## config.mk

```make
export PLATFORM = sky130hd
export DESIGN_NAME = wb_regfile
export DESIGN_NICKNAME = d
export VERILOG_FILES = /design/src/rtl/wb_regfile.sv
export SDC_FILE = /design/constraint.sdc
export NUM_CORES = 2
export LEC_CHECK = 0
export CORE_UTILIZATION = 45
export CTS_CLUSTER_DIAMETER = 120
export CTS_CLUSTER_SIZE = 40
export DETAILED_ROUTE_END_ITERATION = 16
export PLACE_DENSITY_LB_ADDON = 0.3
export SYNTH_ARGS = -nofsm -noshare
export SYNTH_HDL_FRONTEND = slang
export SYNTH_SLANG_ARGS = --single-unit
```

## constraint.sdc

```tcl
create_clock -name clock -period 3 [get_ports clock]
set_input_delay 0.6 -clock clock [delete_from_list [all_inputs] [get_ports clock]]
set_output_delay 0.6 -clock clock [all_outputs]
set_load 0.05 [all_outputs]
```

## src/rtl/wb_regfile.sv

```systemverilog
// rtl/wb_regfile.sv - MIPS write-back stage with 32-entry register file, read bypass and commit record
module wb_regfile #(
    parameter int DATA_WIDTH = 32,
    parameter int ADDR_WIDTH = 5,
    parameter int BYPASS     = 1
) (
    input  logic                  clock,
    input  logic                  resetn,
    input  logic [1:0]            WBreg,
    input  logic [DATA_WIDTH-1:0] Memreg,
    input  logic [DATA_WIDTH-1:0] ALUreg,
    input  logic [ADDR_WIDTH-1:0] RegRDreg,
    input  logic [ADDR_WIDTH-1:0] rs_addr,
    input  logic [ADDR_WIDTH-1:0] rt_addr,
    output logic [DATA_WIDTH-1:0] rs_data,
    output logic [DATA_WIDTH-1:0] rt_data,
    output logic [DATA_WIDTH-1:0] wb_data,
    output logic                  wb_we,
    output logic                  last_valid,
    output logic [ADDR_WIDTH-1:0] last_addr,
    output logic [DATA_WIDTH-1:0] last_data,
    output logic [31:0]           commit_count
);

    localparam int NUM_REGS = 2 ** ADDR_WIDTH;

    logic [DATA_WIDTH-1:0] regs [NUM_REGS];

    assign wb_data = WBreg[0] ? Memreg : ALUreg;
    assign wb_we   = WBreg[1] && (RegRDreg != '0);

    // r0 reads as zero even if a stale value were ever present; reset blanks both ports
    always_comb begin
        rs_data = '0;
        if (resetn && (rs_addr != '0)) begin
            if ((BYPASS != 0) && wb_we && (rs_addr == RegRDreg))
                rs_data = wb_data;
            else
                rs_data = regs[rs_addr];
        end
    end

    always_comb begin
        rt_data = '0;
        if (resetn && (rt_addr != '0)) begin
            if ((BYPASS != 0) && wb_we && (rt_addr == RegRDreg))
                rt_data = wb_data;
            else
                rt_data = regs[rt_addr];
        end
    end

    always_ff @(posedge clock) begin
        if (!resetn) begin
            for (int i = 0; i < NUM_REGS; i++)
                regs[i] <= '0;
            last_valid   <= 1'b0;
            last_addr    <= '0;
            last_data    <= '0;
            commit_count <= '0;
        end else begin
            last_valid <= wb_we;
            if (wb_we) begin
                regs[RegRDreg] <= wb_data;
                last_addr      <= RegRDreg;
                last_data      <= wb_data;
                commit_count   <= commit_count + 32'd1;
            end
        end
    end

endmodule
```

==> impl_summary.md <==
Status
The flow ran to the end, but the final reports show violations. The final reports fail on negative setup slack.

Setup path
The endpoint identified for the worst register-to-register timing path is commit_count[25]. The number of cells on the worst reg-to-reg path is 5. The worst setup path is of the input pin to output pin kind. The register-to-register path setup slack is 0.82 ns. The maximum single-stage delay on the critical path is 0.48 ns. STA puts the critical path data required time at 2.40 ns.

The critical register-to-register path startpoint is commit_count[5]. Along the worst path, the maximum fanout reaches 4. The library cell contributing the largest single delay on the critical path is sky130_fd_sc_hd__or3_4. The worst setup path is launched from an input pin.

For the worst setup path, the data arrival time is 2.76 ns. STA classifies the critical path endpoint as an output pin. The signal on the critical path passes through buf_6, or3_4, o21ai_4, inv_4, nand4_1, buf_6, buf_16, buf_12, mux2i_4, nor2_2, buf_12.

CTS
The insertion delay to the later sink of the worst-skew pair is 0.65 ns. CTS saw 1094 sinks. TritonCTS built the clock tree. The clock passes through at most 3 buffers. The number of buffers created by CTS is 34. The count of hold-fix buffers inserted at cts is 0. The clock tree synthesis step divided the H-tree into 2 levels. The clock tree root buffer cell is sky130_fd_sc_hd__clkbuf_16. After clock tree synthesis, the clock-pin slew on the worst setup and hold paths is 0.14 ns.

Yosys
Summed over all instances, the cell type with the most area after synthesis is sky130_fd_sc_hd__edfxtp_1. The count of yosys warnings during synthesis is 0. Summing the sequential cell areas from Yosys gives 58.7% of the chip area.

The cell area after technology mapping is 0.0548 mm2. The average instance in the mapped netlist occupies 14.2 um2. The top cell type by area accounts for 56.1% of the synthesized area. Counting every instance in the synthesized netlist gives 3870. The share of async-settable or async-resettable flops after synthesis is 0%. The number of synthesized flops with an enable pin is 1024. The dominant register cell in the synthesized netlist is sky130_fd_sc_hd__edfxtp_1. Sorting the synthesized cells by area gives the leading types as sky130_fd_sc_hd__edfxtp_1 (56%), sky130_fd_sc_hd__mux4_2 (21%), sky130_fd_sc_hd__nor2_1 (7.6%). The number of distinct library cells after synthesis is 58.

The number of register bits inferred by synthesis is 1094.

Floorplan
The number of cell rows is 127. The floorplan step defined a core boundary enclosing 0.120 mm2. The die outline height is 351 um. The top-level port count is 250.

The initial utilization of the core area, before any placement, comes to 45.5%. The die covers 0.123 mm2. The die is 351 um wide.

Hold path
Along the worst hold path, the cell count comes to 4. The worst hold path startpoint is RegRDreg[4]. The end point of the worst hold path is last_addr[4]. The worst hold path belongs to the class input pin to register.

Timing
Setup violations remaining at the end of the flow were counted as 64. The post-route clock period utilization is 112%. The total count of max-transition violations in the final report is 0. The clock skew is 0.00359 ns.

For this run, the top clock speed supported by timing is 298 MHz. The number of hold-slack violations in the final timing report was 0. The setup slack after layout is -0.358 ns. Setup repair after global routing could not meet its margin everywhere. At the pin with the least slew margin, the transition time is 0.813 ns. The final critical delay including setup and external delays is 3.36 ns. In this run the tightest slew margin relative to its limit is 45.8%.

Global route
Global routing used 50.0% of the available met2 tracks. The global-route wire length before repair is 284000 um. The global routing stage identified its most utilized layer as met2. The global-route met3 utilization is 6.02%.

The number of global-route vias before repair is 39500. The total overflow left after global routing is 0. Entering global routing, the biggest net connects 99 pins.

The routing usage on met1 is 42.5%. The initial antenna violation count is 0. The overall global routing resource usage is 32.5%.

Power and ir drop
The clock network accounts for 21.5% of the total power. The share of power burned in registers is 54.0%. The switching power total is 0.00953 W.

In this run the static leakage power is 25.8 nW. After layout, the design draws a total of 0.0332 W. The worst-case IR drop observed on VDD is 0.000405 V. Net switching is 28.7% of the power. Combinational logic is responsible for 24.5% of the overall power. The cell internal power dissipation is 0.0236 W. Power spread over the standard cell area amounts to 455 mW/mm2.

Finish
The area of combinational cells with multiple inputs is 0.0244 mm2. After the last flow step, the layout net total stands at 4661. Relative to the synthesized area, the layout overhead comes to 33.0%. The number of antenna diodes in the final layout is 0. The fraction of layout cells with a size suffix above 1 is 41.3%. Fill cells in the final layout number 8751. Leaving out filler cells and counting taps, the final layout contains 6206. The area used by sequential logic in the layout is 0.0322 mm2.

Placed design
The instance count after placement with tap cells included is 5955. The number of port buffers is 249. At the end of routability-driven placement, the weighted congestion stood at 1.02. Once detailed placement completed, the half-perimeter wirelength came to 136000 um.

Detailed routing
The number of nets with antenna violations after detailed routing is 0. The DRC violation total after the first TritonRoute iteration is 6802. The routed via count divided by cell count is 6.64. The wire length reported by the detailed router is 206000 um. The total via count in the routed design is 41200. For this run, the detailed router's first-pass iteration total came to 7.

The DRC violation count after routing is 0. Dividing the detail-routed wire length by the instance count gives 33.2 um.

Run
The tool flagged a number of max-cap violations equal to 0.
## worst max-delay path, delay by kind of cell
family                 cells  cell delay, ns
buffers and inverters      6            0.91
and+or+nand+nor            3            0.72
AOI/OAI and AO/OA          1            0.27
muxes                      1            0.24
## per-layer routing
metal | vias to the layer above | routed length, um
met5 | - | 205
met1 | 20800 | 69000
li1 | 16200 | -
met3 | 710 | 25900
met4 | 4 | 17500
met2 | 3464 | 93500
## metrics by stage
step | hold WS (ns) | setup WS [ns] | instance area [um2] | utilization [%] | TNS (ns)
after CTS | 0.445 | -0.267 | 70900 | 59.0 | -11.89
after global routing | 0.462 | -0.348 | 72800 | 60.6 | -14.82
after detailed placement | 0.455 | -1.18 | 65500 | 54.5 | -126.24
final | 0.468 | -0.358 | 72800 | 60.6 | -14.73
after global placement | 0.449 | -1.18 | 65500 | 54.5 | -131.12
after floorplan | 0.672 | -0.0493 | 55300 | - | -0.526
## cells in the final DEF (no fill, tap or decap), types with 19 or more instances in the layout
cell,instances
sky130_fd_sc_hd__nand2_1,35
sky130_fd_sc_hd__nor4_4,41
sky130_fd_sc_hd__buf_6,94
sky130_fd_sc_hd__dfxtp_1,70
sky130_fd_sc_hd__edfxtp_1,1024
sky130_fd_sc_hd__buf_16,46
sky130_fd_sc_hd__mux2i_1,37
sky130_fd_sc_hd__a211oi_1,32
sky130_fd_sc_hd__o22ai_1,80
sky130_fd_sc_hd__nor2_4,39
sky130_fd_sc_hd__conb_1,32
sky130_fd_sc_hd__clkdlybuf4s50_1,134
sky130_fd_sc_hd__buf_12,234
sky130_fd_sc_hd__inv_1,41
sky130_fd_sc_hd__nand2_2,47
sky130_fd_sc_hd__a21oi_1,19
sky130_fd_sc_hd__buf_8,36
sky130_fd_sc_hd__mux2i_4,78
sky130_fd_sc_hd__buf_4,479
sky130_fd_sc_hd__mux4_2,516
sky130_fd_sc_hd__o22ai_2,81
sky130_fd_sc_hd__clkbuf_16,49
sky130_fd_sc_hd__nor2_1,1052
sky130_fd_sc_hd__o22ai_4,43
## synthesized netlist by cell type, types with 13 or more instances
cell / count
sky130_fd_sc_hd__nand3_1: 13
sky130_fd_sc_hd__a21oi_1: 22
sky130_fd_sc_hd__nor3_1: 15
sky130_fd_sc_hd__nand2_1: 82
sky130_fd_sc_hd__edfxtp_1: 1024
sky130_fd_sc_hd__clkbuf_1: 259
sky130_fd_sc_hd__a211oi_1: 40
sky130_fd_sc_hd__dfxtp_1: 70
sky130_fd_sc_hd__o22ai_1: 204
sky130_fd_sc_hd__nor2_1: 1106
sky130_fd_sc_hd__inv_1: 42
sky130_fd_sc_hd__mux4_2: 516
sky130_fd_sc_hd__nor4_1: 57
sky130_fd_sc_hd__buf_2: 118
sky130_fd_sc_hd__buf_4: 19
sky130_fd_sc_hd__mux2i_1: 131
## sequential cells by signal, summed over array words and instances (netlist names)
name          cells
regs           1024
last_valid        1
commit_count     32
last_addr         5
last_data        32
## repair_timing
action / 4_1_cts / 5_1_grt
pin swaps: 73 / 94
gates cloned: 31 / 14
setup buffers: 106 / 88
setup endpoints to repair: 65 / 64
resized for setup: 509 / 220
## area by class of cell
class / count / share of cell area, %
clock inverters: 10 / 0.210
clock buffers: 43 / 1.24
flip-flops and latches: 1094 / 44.1
inverters: 43 / 0.228
repair buffers: 1046 / 17.9
well taps: 1612 / 2.77
multi-input cells: 2358 / 33.5
## worst max path at each step
stage,depth (start not counted),slack (ns),from,end
after floorplan,9,-0.05,rs_addr[0],rs_data[26]
after global placement,11,-1.18,rs_addr[4],rs_data[30]
after detailed placement,11,-1.18,rs_addr[4],rs_data[30]
after CTS,12,-0.27,RegRDreg[2],rt_data[4]
after global routing,11,-0.35,RegRDreg[3],rt_data[4]
final,11,-0.36,RegRDreg[3],rt_data[4]
## kinds of logic (layout without fill, tap and decap cells)
logic type      after synthesis  count (layout)  share of synthesized area [%]
compound gates              321             321                           3.84
xor+xnor                     23              23                          0.368
fa+ha+maj                     1               1                         0.0228
buf+inv                     449            1142                           3.50
flops                      1094            1094                           58.7
mux                         652             652                           23.7
other cells                   1              32                        0.00685
simple gates               1329            1329                           9.85
## power by group through the flow
stage | logic, W | clock network [W] | registers [W]
floorplan | 0.00340 | 0 | 0.0182
global placement | 0.00666 | 0 | 0.0181
detailed placement | 0.00669 | 0 | 0.0182
CTS | 0.00758 | 0.00711 | 0.0179
global route | 0.00825 | 0.00754 | 0.0180
finish | 0.00812 | 0.00714 | 0.0179
No activity file was read; power rests on OpenSTA's default activity.
